### src/rtl/csr_trap_if.sv
// rtl/csr_trap_if.sv - WB-to-CSR commit interface bundle
interface csr_trap_if;
    logic        csr_re;
    logic        csr_we;
    logic [13:0] csr_num;
    logic [31:0] csr_wmask;
    logic [31:0] csr_wvalue;
    logic [31:0] csr_rvalue;
    logic        wb_ex;
    logic [5:0]  wb_ecode;
    logic [8:0]  wb_esubcode;
    logic [31:0] wb_pc;
    logic [31:0] wb_vaddr;
    logic        ertn_flush;
    logic [7:0]  hw_int_in;
    logic        ipi_int_in;
    logic [31:0] ex_entry;
    logic [31:0] ertn_entry;
    logic        has_int;

    modport master (
        output csr_re, csr_we, csr_num, csr_wmask, csr_wvalue,
        output wb_ex, wb_ecode, wb_esubcode, wb_pc, wb_vaddr, ertn_flush,
        output hw_int_in, ipi_int_in,
        input  csr_rvalue, ex_entry, ertn_entry, has_int
    );

    modport slave (
        input  csr_re, csr_we, csr_num, csr_wmask, csr_wvalue,
        input  wb_ex, wb_ecode, wb_esubcode, wb_pc, wb_vaddr, ertn_flush,
        input  hw_int_in, ipi_int_in,
        output csr_rvalue, ex_entry, ertn_entry, has_int
    );
endinterface

### src/rtl/csr_trap_unit.sv
// rtl/csr_trap_unit.sv - exception/interrupt CSR file with stable timer
module csr_trap_unit #(
    parameter logic [31:0] TID_RESET    = 32'h0,
    parameter logic [31:0] EENTRY_RESET = 32'h1C00_8000
) (
    input logic       clk,
    input logic       reset,
    csr_trap_if.slave bus
);
    localparam logic [13:0] A_CRMD   = 14'h000;
    localparam logic [13:0] A_PRMD   = 14'h001;
    localparam logic [13:0] A_ECFG   = 14'h004;
    localparam logic [13:0] A_ESTAT  = 14'h005;
    localparam logic [13:0] A_ERA    = 14'h006;
    localparam logic [13:0] A_BADV   = 14'h007;
    localparam logic [13:0] A_EENTRY = 14'h00C;
    localparam logic [13:0] A_SAVE0  = 14'h030;
    localparam logic [13:0] A_SAVE1  = 14'h031;
    localparam logic [13:0] A_SAVE2  = 14'h032;
    localparam logic [13:0] A_SAVE3  = 14'h033;
    localparam logic [13:0] A_TID    = 14'h040;
    localparam logic [13:0] A_TCFG   = 14'h041;
    localparam logic [13:0] A_TVAL   = 14'h042;
    localparam logic [13:0] A_TICLR  = 14'h044;
    localparam logic [5:0]  ECODE_ADE = 6'h08;
    localparam logic [5:0]  ECODE_ALE = 6'h09;

    logic [31:0] crmd, prmd, ecfg, estat, era, badv, eentry, tid, tcfg, tval;
    logic [31:0] save [4];
    logic        timer_en;
    logic        wr_en;
    logic        timer_fire;
    logic [31:0] tcfg_new;
    logic [31:0] rdata;

    function automatic logic [31:0] merge(input logic [31:0] old, input logic [31:0] fld,
                                          input logic [31:0] wmask, input logic [31:0] wvalue);
        logic [31:0] m;
        m = wmask & fld;
        return (old & ~m) | (wvalue & m);
    endfunction

    // A write colliding with an exception commit is discarded outright.
    assign wr_en      = bus.csr_we & ~bus.wb_ex;
    assign timer_fire = timer_en & (tval == 32'h0);
    assign tcfg_new   = merge(tcfg, 32'hFFFF_FFFF, bus.csr_wmask, bus.csr_wvalue);

    always_ff @(posedge clk or posedge reset) begin
        if (reset) begin
            crmd     <= 32'h0000_0008;
            prmd     <= 32'h0;
            ecfg     <= 32'h0;
            estat    <= 32'h0;
            era      <= 32'h0;
            badv     <= 32'h0;
            eentry   <= EENTRY_RESET & 32'hFFFF_FFC0;
            tid      <= TID_RESET;
            tcfg     <= 32'h0;
            tval     <= 32'hFFFF_FFFF;
            timer_en <= 1'b0;
            for (int i = 0; i < 4; i++) save[i] <= 32'h0;
        end else begin
            if (wr_en) begin
                case (bus.csr_num)
                    A_CRMD:   crmd   <= merge(crmd, 32'h0000_01FF, bus.csr_wmask, bus.csr_wvalue);
                    A_PRMD:   prmd   <= merge(prmd, 32'h0000_0007, bus.csr_wmask, bus.csr_wvalue);
                    A_ECFG:   ecfg   <= merge(ecfg, 32'h0000_1BFF, bus.csr_wmask, bus.csr_wvalue);
                    A_ESTAT:  estat  <= merge(estat, 32'h0000_0003, bus.csr_wmask, bus.csr_wvalue);
                    A_ERA:    era    <= merge(era, 32'hFFFF_FFFF, bus.csr_wmask, bus.csr_wvalue);
                    A_BADV:   badv   <= merge(badv, 32'hFFFF_FFFF, bus.csr_wmask, bus.csr_wvalue);
                    A_EENTRY: eentry <= merge(eentry, 32'hFFFF_FFC0, bus.csr_wmask, bus.csr_wvalue);
                    A_SAVE0, A_SAVE1, A_SAVE2, A_SAVE3:
                        save[bus.csr_num[1:0]] <= merge(save[bus.csr_num[1:0]], 32'hFFFF_FFFF,
                                                        bus.csr_wmask, bus.csr_wvalue);
                    A_TID:    tid    <= merge(tid, 32'hFFFF_FFFF, bus.csr_wmask, bus.csr_wvalue);
                    A_TCFG:   tcfg   <= tcfg_new;
                    A_TICLR:  if (bus.csr_wmask[0] & bus.csr_wvalue[0]) estat[11] <= 1'b0;
                    default: ;
                endcase
            end

            if (bus.wb_ex) begin
                prmd[2:0]    <= crmd[2:0];
                crmd[2:0]    <= 3'b000;
                era          <= bus.wb_pc;
                estat[21:16] <= bus.wb_ecode;
                estat[30:22] <= bus.wb_esubcode;
                if (bus.wb_ecode == ECODE_ADE && bus.wb_esubcode == 9'd0)
                    badv <= bus.wb_pc;
                else if ((bus.wb_ecode == ECODE_ADE && bus.wb_esubcode == 9'd1) || bus.wb_ecode == ECODE_ALE)
                    badv <= bus.wb_vaddr;
            end else if (bus.ertn_flush) begin
                crmd[2:0] <= prmd[2:0];
            end

            estat[9:2] <= bus.hw_int_in;
            estat[12]  <= bus.ipi_int_in;

            if (wr_en && bus.csr_num == A_TCFG) begin
                tval     <= {tcfg_new[31:2], 2'b00};
                timer_en <= tcfg_new[0];
            end else if (timer_en) begin
                if (tval != 32'h0) begin
                    tval <= tval - 32'd1;
                end else if (tcfg[1]) begin
                    tval <= {tcfg[31:2], 2'b00};
                end else begin
                    tval     <= 32'hFFFF_FFFF;
                    timer_en <= 1'b0;
                end
            end
            // Placed after the TICLR clear so a simultaneous fire keeps IS[11] set.
            if (timer_fire) estat[11] <= 1'b1;
        end
    end

    always_comb begin
        rdata = 32'h0;
        case (bus.csr_num)
            A_CRMD:   rdata = crmd;
            A_PRMD:   rdata = prmd;
            A_ECFG:   rdata = ecfg;
            A_ESTAT:  rdata = estat;
            A_ERA:    rdata = era;
            A_BADV:   rdata = badv;
            A_EENTRY: rdata = eentry;
            A_SAVE0, A_SAVE1, A_SAVE2, A_SAVE3: rdata = save[bus.csr_num[1:0]];
            A_TID:    rdata = tid;
            A_TCFG:   rdata = tcfg;
            A_TVAL:   rdata = tval;
            default:  rdata = 32'h0;
        endcase
    end

    assign bus.csr_rvalue = bus.csr_re ? rdata : 32'h0;
    assign bus.ex_entry   = {eentry[31:6], 6'b000000};
    assign bus.ertn_entry = era;
    assign bus.has_int    = (|(estat[12:0] & ecfg[12:0])) & crmd[2];
endmodule
### src/flat_wrapper.sv
// flat-port wrapper written by rule: the top's interface ports become plain ports
module csr_trap_unit_flat 
#(
    parameter logic [31:0] TID_RESET    = 32'h0,
    parameter logic [31:0] EENTRY_RESET = 32'h1C00_8000
)
  (clk, reset, bus_csr_re, bus_csr_we, bus_csr_num, bus_csr_wmask, bus_csr_wvalue, bus_wb_ex, bus_wb_ecode, bus_wb_esubcode, bus_wb_pc, bus_wb_vaddr, bus_ertn_flush, bus_hw_int_in, bus_ipi_int_in, bus_csr_rvalue, bus_ex_entry, bus_ertn_entry, bus_has_int);
  csr_trap_if bus_i ();
  input logic clk;
  input logic reset;
  input wire logic [$bits(bus_i.csr_re)-1:0] bus_csr_re;
  input wire logic [$bits(bus_i.csr_we)-1:0] bus_csr_we;
  input wire logic [$bits(bus_i.csr_num)-1:0] bus_csr_num;
  input wire logic [$bits(bus_i.csr_wmask)-1:0] bus_csr_wmask;
  input wire logic [$bits(bus_i.csr_wvalue)-1:0] bus_csr_wvalue;
  input wire logic [$bits(bus_i.wb_ex)-1:0] bus_wb_ex;
  input wire logic [$bits(bus_i.wb_ecode)-1:0] bus_wb_ecode;
  input wire logic [$bits(bus_i.wb_esubcode)-1:0] bus_wb_esubcode;
  input wire logic [$bits(bus_i.wb_pc)-1:0] bus_wb_pc;
  input wire logic [$bits(bus_i.wb_vaddr)-1:0] bus_wb_vaddr;
  input wire logic [$bits(bus_i.ertn_flush)-1:0] bus_ertn_flush;
  input wire logic [$bits(bus_i.hw_int_in)-1:0] bus_hw_int_in;
  input wire logic [$bits(bus_i.ipi_int_in)-1:0] bus_ipi_int_in;
  output wire logic [$bits(bus_i.csr_rvalue)-1:0] bus_csr_rvalue;
  output wire logic [$bits(bus_i.ex_entry)-1:0] bus_ex_entry;
  output wire logic [$bits(bus_i.ertn_entry)-1:0] bus_ertn_entry;
  output wire logic [$bits(bus_i.has_int)-1:0] bus_has_int;
  assign bus_i.csr_re = bus_csr_re;
  assign bus_i.csr_we = bus_csr_we;
  assign bus_i.csr_num = bus_csr_num;
  assign bus_i.csr_wmask = bus_csr_wmask;
  assign bus_i.csr_wvalue = bus_csr_wvalue;
  assign bus_i.wb_ex = bus_wb_ex;
  assign bus_i.wb_ecode = bus_wb_ecode;
  assign bus_i.wb_esubcode = bus_wb_esubcode;
  assign bus_i.wb_pc = bus_wb_pc;
  assign bus_i.wb_vaddr = bus_wb_vaddr;
  assign bus_i.ertn_flush = bus_ertn_flush;
  assign bus_i.hw_int_in = bus_hw_int_in;
  assign bus_i.ipi_int_in = bus_ipi_int_in;
  assign bus_csr_rvalue = bus_i.csr_rvalue;
  assign bus_ex_entry = bus_i.ex_entry;
  assign bus_ertn_entry = bus_i.ertn_entry;
  assign bus_has_int = bus_i.has_int;
  csr_trap_unit #(.TID_RESET(TID_RESET), .EENTRY_RESET(EENTRY_RESET)) u_core (.clk(clk), .reset(reset), .bus(bus_i));
endmodule
### config.mk
export PLATFORM = sky130hd
export DESIGN_NAME = csr_trap_unit_flat
export DESIGN_NICKNAME = d
export VERILOG_FILES = /design/src/rtl/csr_trap_if.sv /design/src/rtl/csr_trap_unit.sv /design/src/flat_wrapper.sv
export SDC_FILE = /design/constraint.sdc
export NUM_CORES = 1
export LEC_CHECK = 0
export BUFFER_PORTS_ARGS = -buffer_cell sky130_fd_sc_hd__buf_4
export CAP_MARGIN = 10
export CELL_PAD_IN_SITES_DETAIL_PLACEMENT = 0
export CELL_PAD_IN_SITES_GLOBAL_PLACEMENT = 1
export CORE_MARGIN = 2
export CORE_UTILIZATION = 40
export DETAILED_ROUTE_END_ITERATION = 12
export PLACE_DENSITY_LB_ADDON = 0.1
export SYNTH_ARGS = -nofsm -noshare
export SYNTH_HDL_FRONTEND = slang
export SYNTH_SLANG_ARGS = --single-unit
### constraint.sdc
create_clock -name clk -period 11.46 [get_ports clk]
set_clock_uncertainty 0.05 [all_clocks]
set_input_delay 0.573 -clock clk [delete_from_list [all_inputs] [get_ports clk]]
set_output_delay 0.573 -clock clk [all_outputs]
set_load 0.005 [all_outputs]
== Yosys cells after proc, flatten, opt, wreduce, memory -nomap -nowiden ==
Index checks and enable logic that the tools add are counted.
Storage, ports and cells
  flip-flop bits (word level): 449
  input bits: 172
  output and inout bits: 97
Operators by class
  mux-type cells: 38
  add/subtract/negate cells: 1
  equal/unequal tests: 18
  magnitude comparators: 2
  reductions and logical operators: 33
  bitwise logic cells: 39
Operators by type and width (count)
  32-bit two-way mux: 16
  32-bit bitwise AND: 12
  32-bit one-hot mux with 11 select lines: 1
  32-bit bitwise OR: 10
  128-bit bitwise mux: 1
  32-bit binary-select mux with 2-bit select: 1
  32-bit demux with 2-bit select: 1
  32-bit NOT: 2
  14-bit by 3-bit equality test with 1-bit output, second input constant: 4
  14-bit by 6-bit equality test with 1-bit output, second input constant: 4
  14-bit by 7-bit equality test with 1-bit output, second input constant: 4
  32-bit by 13-bit bitwise AND with 32-bit output: 1
  32-bit by 2-bit bitwise AND with 32-bit output: 1
  32-bit by 3-bit bitwise AND with 32-bit output: 1
  32-bit by 9-bit bitwise AND with 32-bit output: 1
  32-bit zero test: 1
  13-bit NOT with 32-bit output: 1
  2-bit NOT with 32-bit output: 1
  3-bit NOT with 32-bit output: 1
  9-bit NOT with 32-bit output: 1
  32-bit nonzero test: 1
  32-bit by 1-bit subtractor with 32-bit output, second input constant: 1
  31-bit two-way mux: 1
  2-bit AND reduction: 12
  26 further kinds: 51

== Depth between registers and ports, before layout ==
Gate-level depths: netlist (run 1).
  depth in word-level cells: 8
  depth in mapped cells: 9
  depth with buffers taken out: 7

== Worst setup path after synthesis (run 1) ==
Ideal clock, no wire load.
  path kind: input -> output
  start point: input bus_csr_num[5]
  end point: output bus_csr_rvalue[10]
  arrival: 2.442 ns
  setup slack: 8.395 ns
  stages on the path: 7
  path through: buf_2 or4_1 buf_6 nor4_4 buf_4 a222oi_1 a31oi_1
On the way
  cells in the longest elaborated chain, start to end: 4
  elaborated cells between the ends (all ways): 17
  those cells by class: 13 x eq/ne; 2 x mux; 2 x reduce/logical
RTL lines
  start: declaration: line flat_wrapper.sv:13  | input wire logic [$bits(bus_i.csr_num)-1:0] bus_csr_num;
  14-bit by 6-bit equality test with 1-bit output: line csr_trap_unit.sv:119  | case (bus.csr_num)
  4-bit OR reduction: line csr_trap_unit.sv:119
  32-bit one-hot mux with 11 select lines *: line csr_trap_unit.sv:119
  32-bit two-way mux *: line csr_trap_unit.sv:135  | assign bus.csr_rvalue = bus.csr_re ? rdata : 32'h0;
  end: declaration: line flat_wrapper.sv:24  | output wire logic [$bits(bus_i.csr_rvalue)-1:0] bus_csr_rvalue;
Every way passes the cells marked *; elsewhere a longest branch is shown, timed or not.

== Worst setup path after layout (run 1) ==
  start point: input bus_csr_num[5]
  end point: output bus_csr_rvalue[2]
Same word-level chain as after synthesis.

==> impl_summary.log, run 1 <==
[metrics] I/O Pins: 269
[metrics] die area: 0.0526 sq mm
[metrics] hold bufs inserted after CTS: 0
[metrics] Avg Cell Area, Syn: 9.92 sq um
[metrics] average detailed-routed wire length per instance: 27.8 microns
[metrics] post-CTS setup buffer count: 0
[metrics] synthesized area: 0.0203 sq mm
[metrics] maximum level of the CTS H-tree: 2
[metrics] Final Hold Viols: 0
[metrics] IO Port Bufs: 262
[metrics] vias in the first global route: 17.8k
[metrics] number of enable-type register cells in the synthesized netlist: 0
[metrics] PD cells: 131 mW/mm^2
[metrics] Clk pwr share: 0.453
[metrics] Via Count: 17.9k
[metrics] number of warnings issued by yosys: 0
[metrics] count of antenna-violating nets left after detailed routing: 0
[metrics] endpoint class of the critical path: output pin
[metrics] final-layout worst hold slack: 32.1 ps
[metrics] number of gates resized after CTS: 0
[metrics] category of the critical setup timing path: in -> out
[metrics] share of the yosys chip area belonging to registers: 0.453
[metrics] largest fanout of any net on the critical path: 15
[metrics] Slew Limit Fails: 0
[metrics] register-to-register setup slack: 8470 ps
[metrics] aggregate routed wire length: 80.7 mm
[metrics] Gate power share: 0.096
[metrics] CTS Root Buffer Type: clkbuf_16
[metrics] M3 GR Usage: 0.0593
[metrics] post-synthesis to final-layout area growth: 18.7%
[metrics] fraction of layout cells with a size suffix above 1: 0.275
[metrics] required time of the critical path: 10840 ps
[metrics] ys async rst share: 1.00
[metrics] share of the cycle needed by the critical path after routing: 0.403
[metrics] number of remaining DRC errors: 0
[metrics] overall die width: 229 microns
[metrics] register share of total power: 0.450
[metrics] Placer Congestion: 0.870
[metrics] switching pwr: 825 uW
[metrics] met1 track utilization from global routing: 0.444
[metrics] final-layout setup total negative slack: 0 ps
[metrics] standard-cell rows: 82
[metrics] cell internal pwr: 2330 uW
[metrics] most used flip-flop cell after synthesis: dfrtp_1
[metrics] source-to-sink clock delay at the later pin of the worst-skew pair: 590 ps
[metrics] maximum clock frequency: 0.217 GHz
[metrics] category of the worst setup path launch point: primary input
[metrics] status: finished, final reports clean
[metrics] Iteration-0 DRC Markers: 1970
[metrics] shortest clock period the worst path allows after layout: 4620 ps
[metrics] gate count after technology mapping: 2050
[metrics] r2r endpoint: u_core.tval[4]$_DFFE_PP1P_
[metrics] post-synthesis cell type count: 72
[metrics] Final setup viols: 0
[metrics] data arrival time of the critical path: 3990 ps
[metrics] class of the most critical hold timing path: in -> async
[metrics] cell leakage power: 0.0106 uW
[metrics] TritonCTS clock tree: yes
[metrics] total gr overflow: 0
[metrics] Avg Vias per Cell: 6.16
[metrics] headroom to the max-slew limit: 0.232
[metrics] register clock-pin slew on the reported worst setup and hold paths: 60 ps
[metrics] nets: 2377
[metrics] pin count of the biggest net entering global routing: 88
[metrics] launching point of the worst reg2reg path: u_core.tval[12]$_DFFE_PP1P_
[metrics] most frequent cells in the layout: dfrtp_1, buf_4, nand2_1
[metrics] max-cap check violation count: 0
[metrics] number of cells traversed by the worst register-to-register path: 5
[metrics] fraction of met2 tracks used by global routing: 0.449
[metrics] total power consumption of the routed design: 3150 uW
[metrics] Clock Sink Count: 366
[metrics] Most Used Layer, Global Route: met2
[metrics] Total Routing Usage GR: 0.302
[metrics] vertical die dimension: 229 microns
[metrics] net switching share of the total power: 0.262
[metrics] worst-case clock buffer depth: 3
[metrics] total CTS buffers: 44
[metrics] initial cell density of the core: 0.405
[metrics] antenna diode count: 0
[metrics] antenna violations before repair: 0
[metrics] standard cell core area: 0.0502 sq mm
[metrics] Filler cells: 4737
[metrics] most frequent standard cell in the layout excluding fill and tap cells: dfrtp_1
[metrics] Slew @ Worst Pin: 1150 ps
[metrics] total half-perimeter wirelength after legalization and detailed placement: 54.5 mm
[metrics] post-synthesis register bit count: 366
[metrics] VDD IR max: 0.112 mV
[metrics] DRT Pass-1 Iters: 6
[metrics] unrepaired setup endpoints after global routing: no
[metrics] first-pass GRT wire length: 120 mm
-- worst max-delay path, stage by stage --
cell	delay (ps)
buf_4	140
nor4b_4	690
nand3_1	800
nor3_2	980
a221oi_1	250
a31oi_1	370
buf_4	180
-- power groups by stage --
stage          clock [uW]  combinational, uW  sequential [uW]
4_1_cts              1450                303             1410
3_3_place_gp            0                298             1440
6_report             1430                304             1420
2_1_floorplan           0                176             1410
3_5_place_dp            0                302             1440
5_1_grt              1500                328             1420
-- routing by layer --
metal | part of all wire | vias up
met1 | 0.46 | 9058
li1 | - | 7941
met2 | 0.44 | 783
met4 | 0.026 | 0
met5 | 0 | -
met3 | 0.077 | 131
-- cell type report --
type,count,area [sq um],area share
clock buffers,63,1280,0.0532
inverters,10,45.0,0.00187
multi-input cells,1477,10300,0.427
well taps,672,841,0.0348
repair buffers,304,2290,0.0949
clock inverters,17,165,0.00684
flip-flops and latches,366,9210,0.381
-- cells in the mapped netlist (all sizes together), types with 12 or more instances --
master  instances  area (sq um)
xnor2          12           105
nor3           38           233
a21oi         126           631
clkbuf        134           503
a222oi         27           270
a22o           27           236
nand2         199           747
nor2b          22           138
mux2i         126          1260
a31oi          56           350
nand3          91           455
buf            68           397
a32oi          18           158
dfrtp         329          8230
nor4           22           244
nor2          169           639
o22ai          35           219
mux4           32           721
nand4          30           188
a221oi         12           105
a22oi          60           450
o21ai         118           591
mux2          133          1500
dfstp          37           972
-- logic make-up after synthesis --
logic type	after synthesis	share of synthesized area
adder cells (fa/ha/maj)	2	0.00123
AND/OR/NAND/NOR	639	0.156
flip-flops	366	0.453
AO/OA/AOI/OAI	523	0.166
other	1	0.000184
XOR/XNOR	16	0.00689
buffers and inverters	212	0.0461
multiplexers	291	0.171
-- worst max-delay path by stage --
stage	startpoint	end	slack (ps)	depth (start not counted)
floorplan	reset	async pin	740	1
global placement	bus_csr_num[9]	bus_csr_rvalue[12]	6820	7
detailed placement	bus_csr_num[9]	bus_csr_rvalue[12]	6740	7
CTS	bus_csr_num[9]	bus_csr_rvalue[12]	6760	7
global route	bus_csr_num[5]	bus_csr_rvalue[2]	6720	7
finish	bus_csr_num[5]	bus_csr_rvalue[2]	6840	7
-- metrics by stage --
stage                     cells   util  setup WS, ps  instance area (sq um)
after floorplan            2055      -           738                  20300
after global placement     2828  0.452          6820                  22700
after detailed placement   2828  0.452          6740                  22700
after CTS                  2908  0.481          6760                  24100
after global routing       2909  0.481          6720                  24100
final                      2909  0.481          6840                  24100
Power figures use the tool's default switching activity.
==> run 2, diff against run 1 <==
ABC_AREA = 1   (was not set)
clock period = 4.8 ns   (was 11.46 ns; I/O delays follow)
==> run 2 against run 1 <==
  * Utilization rose by 3.2 points
  * Worst setup slack got worse by 5500 ps
  * First-iteration DRC count rose by 54%
  * Sequential cell count did not move
  * Synthesized cell count rose by 50%
  * Global-route usage rose by 5.4 points
  * Critical path depth rose by 8
  * Area after synthesis rose by 4.2%
  * Combinational power rose to 3.7 times the previous value
  * Critical endpoint is now u_core.badv[17]$_DFF_PP0_
==> impl_summary.log, run 2 <==
[metrics] largest fanout of any net on the critical path: 50
[metrics] post-synthesis cell type count: 43
[metrics] cell area after placement: 0.0238 sq mm
[metrics] final-layout setup total negative slack: 0 ps
[metrics] aggregate routed wire length: 97.7 mm
[metrics] worst-case clock buffer depth: 3
[metrics] Placer Congestion: 0.949
[metrics] TritonCTS clock tree: yes
[metrics] most frequent cells in the layout: nand2_1, o21ai_0, dfrtp_1
[metrics] count of antenna-violating nets left after detailed routing: 0
[metrics] library cell occupying the most area in the post-synthesis netlist: dfrtp_1
[metrics] ys async rst share: 1.00
[metrics] leading cell types by total area after synthesis: dfrtp_1, nand2_1, o21ai_0, nand3_1, nor2_1
[metrics] Synth top cells by count: nand2_1, o21ai_0, dfrtp_1
[metrics] total CTS buffers: 45
[metrics] standard-cell rows: 84
[metrics] Slew @ Worst Pin: 1290 ps
[metrics] Iteration-0 DRC Markers: 3032
[metrics] synthesized area: 0.0212 sq mm
[metrics] cells along the critical path: dlygate4sd3_1, buf_4, inv_1, nand4_1, o21ai_0, nand2_2, buf_4, inv_1, buf_4, nand2_1, nand3_1, nand2_1, dlygate4sd3_1, nand2_1, dlygate4sd3_1
[metrics] unrepaired setup endpoints after global routing: no
[metrics] share of the yosys chip area belonging to registers: 0.434
[metrics] Clock Sink Count: 366
[metrics] status: finished, final reports clean
[metrics] gate count after technology mapping: 3067
[metrics] highest-delay cell along the critical path: buf_4
[metrics] I/O Pins: 269
[metrics] PD cells: 292 mW/mm^2
[metrics] standard cell core area: 0.0524 sq mm
[metrics] antenna violations before repair: 1
[metrics] shortest clock period the worst path allows after layout: 3450 ps
[metrics] number of gates resized after CTS: 0
[metrics] number of remaining DRC errors: 0
[metrics] IO Port Bufs: 262
[metrics] required time of the critical path: 5230 ps
[metrics] vertical die dimension: 234 microns
[metrics] Avg Cell Area, Syn: 6.91 sq um
[metrics] pin count of the biggest net entering global routing: 155
[metrics] category of the critical setup timing path: in -> reg
[metrics] total gr overflow: 0
[metrics] post-route design area: 0.0269 sq mm
[metrics] max-cap check violation count: 0
[metrics] headroom to the max-slew limit: 0.139
[metrics] total half-perimeter wirelength after legalization and detailed placement: 67.9 mm
[metrics] number of enable-type register cells in the synthesized netlist: 0
[metrics] source-to-sink clock delay at the later pin of the worst-skew pair: 600 ps
[metrics] post-synthesis register bit count: 366
[metrics] nets: 3620
[metrics] Yosys top cell area share: 0.388
[metrics] fraction of layout cells with a size suffix above 1: 0.140
[metrics] most used flip-flop cell after synthesis: dfrtp_1
[metrics] WP buf/inv: 8
[metrics] Avg Vias per Cell: 5.65
[metrics] maximum level of the CTS H-tree: 2
[metrics] category of the worst setup path launch point: primary input
[metrics] antenna diode count: 0
[metrics] register clock-pin slew on the reported worst setup and hold paths: 60 ps
[metrics] CTS Root Buffer Type: clkbuf_16
[metrics] most repeated cell in the gate-level netlist after synthesis: nand2_1
[metrics] worst stage delay on the critical path: 590 ps
[metrics] vias in the first global route: 22.7k
[metrics] VDD IR max: 0.273 mV
[metrics] overall die width: 234 microns
[metrics] number of warnings issued by yosys: 0
[metrics] class of the most critical hold timing path: in -> reg
[metrics] DRT Pass-1 Iters: 7
[metrics] initial cell density of the core: 0.404
[metrics] Final Hold Viols: 0
[metrics] first-pass GRT wire length: 144 mm
[metrics] CP delay by family, top: buffers and inverters
[metrics] die area: 0.0548 sq mm
[metrics] Final setup viols: 0
[metrics] total power consumption of the routed design: 7850 uW
[metrics] Total Routing Usage GR: 0.356
[metrics] share of the cycle needed by the critical path after routing: 0.719
[metrics] endpoint class of the critical path: register
[metrics] Via Count: 23.6k
[metrics] post-synthesis to final-layout area growth: 27.0%
[metrics] data arrival time of the critical path: 3890 ps
[metrics] most frequent standard cell in the layout excluding fill and tap cells: nand2_1
[metrics] average detailed-routed wire length per instance: 23.4 microns
[metrics] maximum clock frequency: 0.290 GHz
[metrics] Slew Limit Fails: 0
[metrics] cell leakage power: 0.0134 uW
## run 2: changes by cell type in the layout (fill, tap and decap cells not counted), sizes merged, moves of 126 or more
cell / delta
dlygate4sd3: +162
inv: +289
mux2: -133
mux2i: -126
nand2: +699
nand3: +234
nor2: +147
o21ai: +352
## run 2: cells by family (layout without fill, tap and decap cells)
| family | count (synthesis) | count (layout) | synth area share |
|---|---|---|---|
| xor+xnor | 3 | 3 | 0.00124 |
| buf+inv | 452 | 863 | 0.0858 |
| other cells | 1 | 6 | 0.000177 |
| flops | 366 | 366 | 0.434 |
| simple gates | 1615 | 1615 | 0.318 |
| fa+ha+maj | 2 | 2 | 0.00118 |
| compound gates | 628 | 628 | 0.160 |
## run 2: per-stage QoR
step	setup WS [ps]	std cells	hold slack, ps	util
2_1_floorplan	-370	3072	221	-
3_3_place_gp	1570	3925	301	0.455
3_5_place_dp	1490	3925	300	0.455
4_1_cts	1440	4171	0.0437	0.513
5_1_grt	1170	4171	33.4	0.513
6_report	1350	4171	17.6	0.513
## run 2: layout make-up
class | count | area [sq um]
timing repair buffer | 479 | 4040
clock buffer | 73 | 1340
inverter | 300 | 1130
tap | 688 | 861
clock inverter | 11 | 111
fill | 5297 | 25500
multi-input combinational | 2254 | 10200
sequential | 366 | 9210
## run 2: what timing repair did
item	4_1_cts	5_1_grt
endpoints found under the hold margin	141	0
hold buffers	162	0
buffers inserted	0	0
## run 2: metal layers
metal,track usage,share of wire,vias up
met5,0.00357,0,-
met4,0.116,0.032,0
met3,0.0626,0.096,197
met2,0.546,0.44,1202
met1,0.508,0.43,11400
li1,-,-,10700
## run 2: final timing paths
check / from / to / slack [ps] / depth (start not counted)
max: bus_wb_esubcode[1] / u_core.badv[17]$_DFF_PP0_ / 1350 / 15
min: bus_wb_pc[8] / register / 20 / 5
max reg2reg: u_core.tval[1]$_DFFE_PP1P_ / u_core.tval[23]$_DFFE_PP1P_ / 1920 / 10
min reg2reg: u_core.save[74]$_DFFE_PP0P_ / u_core.save[74]$_DFFE_PP0P_ / 430 / 2
max in group asynchronous: reset / u_core.badv[25]$_DFF_PP0_ / 3040 / 4
min in group asynchronous: reset / u_core.badv[6]$_DFF_PP0_ / 320 / 3
## run 2: worst min-delay path: stages
cell     delay, ps
buf_4           80
nand2_1         80
o21ai_0        100
nand2_1         50
o21ai_0         60
## run 2: power breakdown
part	internal (uW)	switching, uW
sequential	3210	83.7
combinational	474	647
clock	1970	1470
total	5660	2200
==> run 3, diff against run 2 <==
clock period = 3.44 ns   (was 4.8 ns; I/O delays follow)
==> run 3 against run 2 <==
  * Sequential share of layout area down 1.1 points
  * Worst hold slack got worse by 15 ps
  * Register-to-register slack worse by 1200 ps
  * Worst setup slack lost 1300 ps
  * Wire length is 2.3% higher
  * Global-route usage grew 0.69 points
  * Largest power group unchanged
==> impl_summary.log, run 3 (synthesized netlist as in run 2, its figures left out) <==
[metrics] Final setup viols: 0
[metrics] post-route design area: 0.0278 sq mm
[metrics] number of cells traversed by the worst register-to-register path: 8
[metrics] overall die width: 234 microns
[metrics] Placer Congestion: 0.985
[metrics] total power consumption of the routed design: 11200 uW
[metrics] cell leakage power: 0.0138 uW
[metrics] standard-cell rows: 84
[metrics] register share of total power: 0.408
[metrics] r2r endpoint: u_core.badv[2]$_DFF_PP0_
[metrics] VDD IR max: 0.400 mV
[metrics] Clock Sink Count: 366
[metrics] standard cell core area: 0.0524 sq mm
[metrics] TritonCTS clock tree: yes
[metrics] aggregate routed wire length: 99.9 mm
[metrics] total half-perimeter wirelength after legalization and detailed placement: 69.4 mm
[metrics] worst-case clock buffer depth: 3
[metrics] Cells on Worst Hold Path: 3
[metrics] Iteration-0 DRC Markers: 2505
[metrics] required time of the critical path: 3860 ps
[metrics] net switching share of the total power: 0.272
[metrics] I/O Pins: 269
[metrics] antenna diode count: 0
[metrics] nets: 3701
[metrics] Final Hold Viols: 0
[metrics] total CTS buffers: 44
[metrics] number of standard cells in the final layout excluding fillers: 4251
[metrics] category of the worst setup path launch point: primary input
[metrics] average detailed-routed wire length per instance: 23.5 microns
[metrics] endpoint class of the critical path: register
[metrics] worst min-delay path startpoint: bus_csr_wvalue[11]
[metrics] Most Used Layer, Global Route: met2
[metrics] CP delay by family, top: buffers and inverters
[metrics] die area: 0.0548 sq mm
[metrics] post-synthesis to final-layout area growth: 31.4%
[metrics] highest-delay cell along the critical path: dlygate4sd3_1
[metrics] cell internal pwr: 8180 uW
[metrics] Via Count: 24.0k
[metrics] IO Port Bufs: 262
[metrics] area used by sequential logic in the layout: 0.00921 sq mm
[metrics] maximum level of the CTS H-tree: 2
[metrics] class of the most critical hold timing path: in -> reg
[metrics] first-pass GRT wire length: 147 mm
[metrics] pin count of the biggest net entering global routing: 100
[metrics] register clock-pin slew on the reported worst setup and hold paths: 60 ps
[metrics] fraction of layout cells with a size suffix above 1: 0.144
[metrics] most frequent cells in the layout: nand2_1, o21ai_0, dfrtp_1
[metrics] antenna violations before repair: 3
[metrics] initial cell density of the core: 0.404
[metrics] maximum clock frequency: 0.298 GHz
[metrics] Slew @ Worst Pin: 897 ps
[metrics] vertical die dimension: 234 microns
[metrics] shortest clock period the worst path allows after layout: 3360 ps
[metrics] max-cap check violation count: 0
[metrics] switching pwr: 3060 uW
[metrics] cell area after placement: 0.0240 sq mm
[metrics] M3 GR Usage: 0.0828
[metrics] worst stage delay on the critical path: 600 ps
[metrics] unrepaired setup endpoints after global routing: no
[metrics] met1 track utilization from global routing: 0.503
[metrics] Avg Vias per Cell: 5.65
[metrics] CTS Root Buffer Type: clkbuf_16
[metrics] Total Routing Usage GR: 0.363
[metrics] total gr overflow: 0
[metrics] Placement Setup Slack: 675 ps
[metrics] most frequent standard cell in the layout excluding fill and tap cells: nand2_1
[metrics] Filler cells: 5066
[metrics] Clk pwr share: 0.439
[metrics] fraction of met2 tracks used by global routing: 0.553
[metrics] Gate power share: 0.152
[metrics] WP buf/inv: 5
[metrics] data arrival time of the critical path: 3780 ps
[metrics] number of placed instances with taps included: 3943
[metrics] area used by multi-input combinational logic: 0.0102 sq mm
[metrics] share of the cycle needed by the critical path after routing: 0.977
[metrics] source-to-sink clock delay at the later pin of the worst-skew pair: 590 ps
[metrics] Slew Limit Fails: 0
[metrics] critical path's most frequent cell: nand2_1
[metrics] min setup slack post-route: 80.7 ps
[metrics] launching point of the worst reg2reg path: u_core.badv[2]$_DFF_PP0_
[metrics] PD cells: 403 mW/mm^2
[metrics] number of remaining DRC errors: 0
[metrics] DRT Pass-1 Iters: 6
[metrics] register-to-register setup slack: 730 ps
[metrics] category of the critical setup timing path: in -> reg
[metrics] headroom to the max-slew limit: 0.402
[metrics] count of antenna-violating nets left after detailed routing: 0
[metrics] share of the core filled with cells in the final layout: 0.531
[metrics] largest fanout of any net on the critical path: 37
[metrics] vias in the first global route: 23.4k
[metrics] cells along the critical path: buf_4, nor2_4, buf_4, nand2_1, nor2_1, nand2_1, nand3_1, nand3_1, dlygate4sd3_1, nand2_1, dlygate4sd3_1, nand2_1, dlygate4sd3_1
[metrics] status: finished, final reports clean
[run 3: changes by cell type in the layout (fill, tap and decap cells not counted), moves of 2 or more]
| cell | before | now |
|---|---|---|
| clkinv_2 | 6 | 9 |
| clkbuf_1 | 18 | 8 |
| clkbuf_8 | 9 | 12 |
| dlygate4sd3_1 | 162 | 226 |
| buf_12 | 3 | 9 |
| bufinv_16 | 1 | 3 |
| buf_4 | 314 | 324 |
[run 3: area by class of cell]
class                   instances  area share
multi-input cells            2254       0.367
flip-flops and latches        366       0.331
repair buffers                561       0.176
clock buffers                  66      0.0483
inverters                     300      0.0406
well taps                     688      0.0309
clock inverters                16     0.00625
[run 3: per-stage QoR]
step	hold WS [ps]	setup TNS (ps)
2_1_floorplan	153	-558970
3_3_place_gp	234	0
3_5_place_dp	233	0
4_1_cts	0.785	0
5_1_grt	41.0	0
6_report	2.33	0
[run 3: worst max path at each step]
stage	from	to	slack (ps)	cells after the start
CTS	bus_wb_ecode[1]	u_core.badv[8]$_DFF_PP0_	30	12
detailed placement	bus_csr_num[7]	bus_csr_rvalue[16]	670	12
floorplan	reset	async pin	-1660	1
finish	bus_wb_ex	u_core.badv[6]$_DFF_PP0_	80	13
global route	bus_wb_ecode[1]	u_core.badv[2]$_DFF_PP0_	60	12
global placement	bus_csr_num[7]	bus_csr_rvalue[16]	720	12
[run 3: power by group through the flow]
stage                     clock (uW)  sequential, uW  combinational, uW
final                           4930            4590               1710
after global routing            5170            4600               1860
after CTS                       4970            4590               1660
after detailed placement           0            4660               1290
after global placement             0            4660               1270
after floorplan                    0            4620                685
[run 3: layer usage]
layer	vias up	share of wire
met2	1257	0.44
li1	10900	-
met1	11600	0.42
met5	-	0.00039
met4	6	0.039
met3	231	0.099
[run 3: worst min-delay path, delay by kind of cell]
kind                   cells  cell delay [ps]
AO/OA/AOI/OAI              1              200
buffers and inverters      1               90
AND/OR/NAND/NOR            1              150
[run 3: repair_timing]
action	4_1_cts	5_1_grt
gates resized for setup	0	9
endpoints found under the hold margin	169	0
setup buffers	0	0
setup endpoints to repair	0	14
hold buffers	226	0
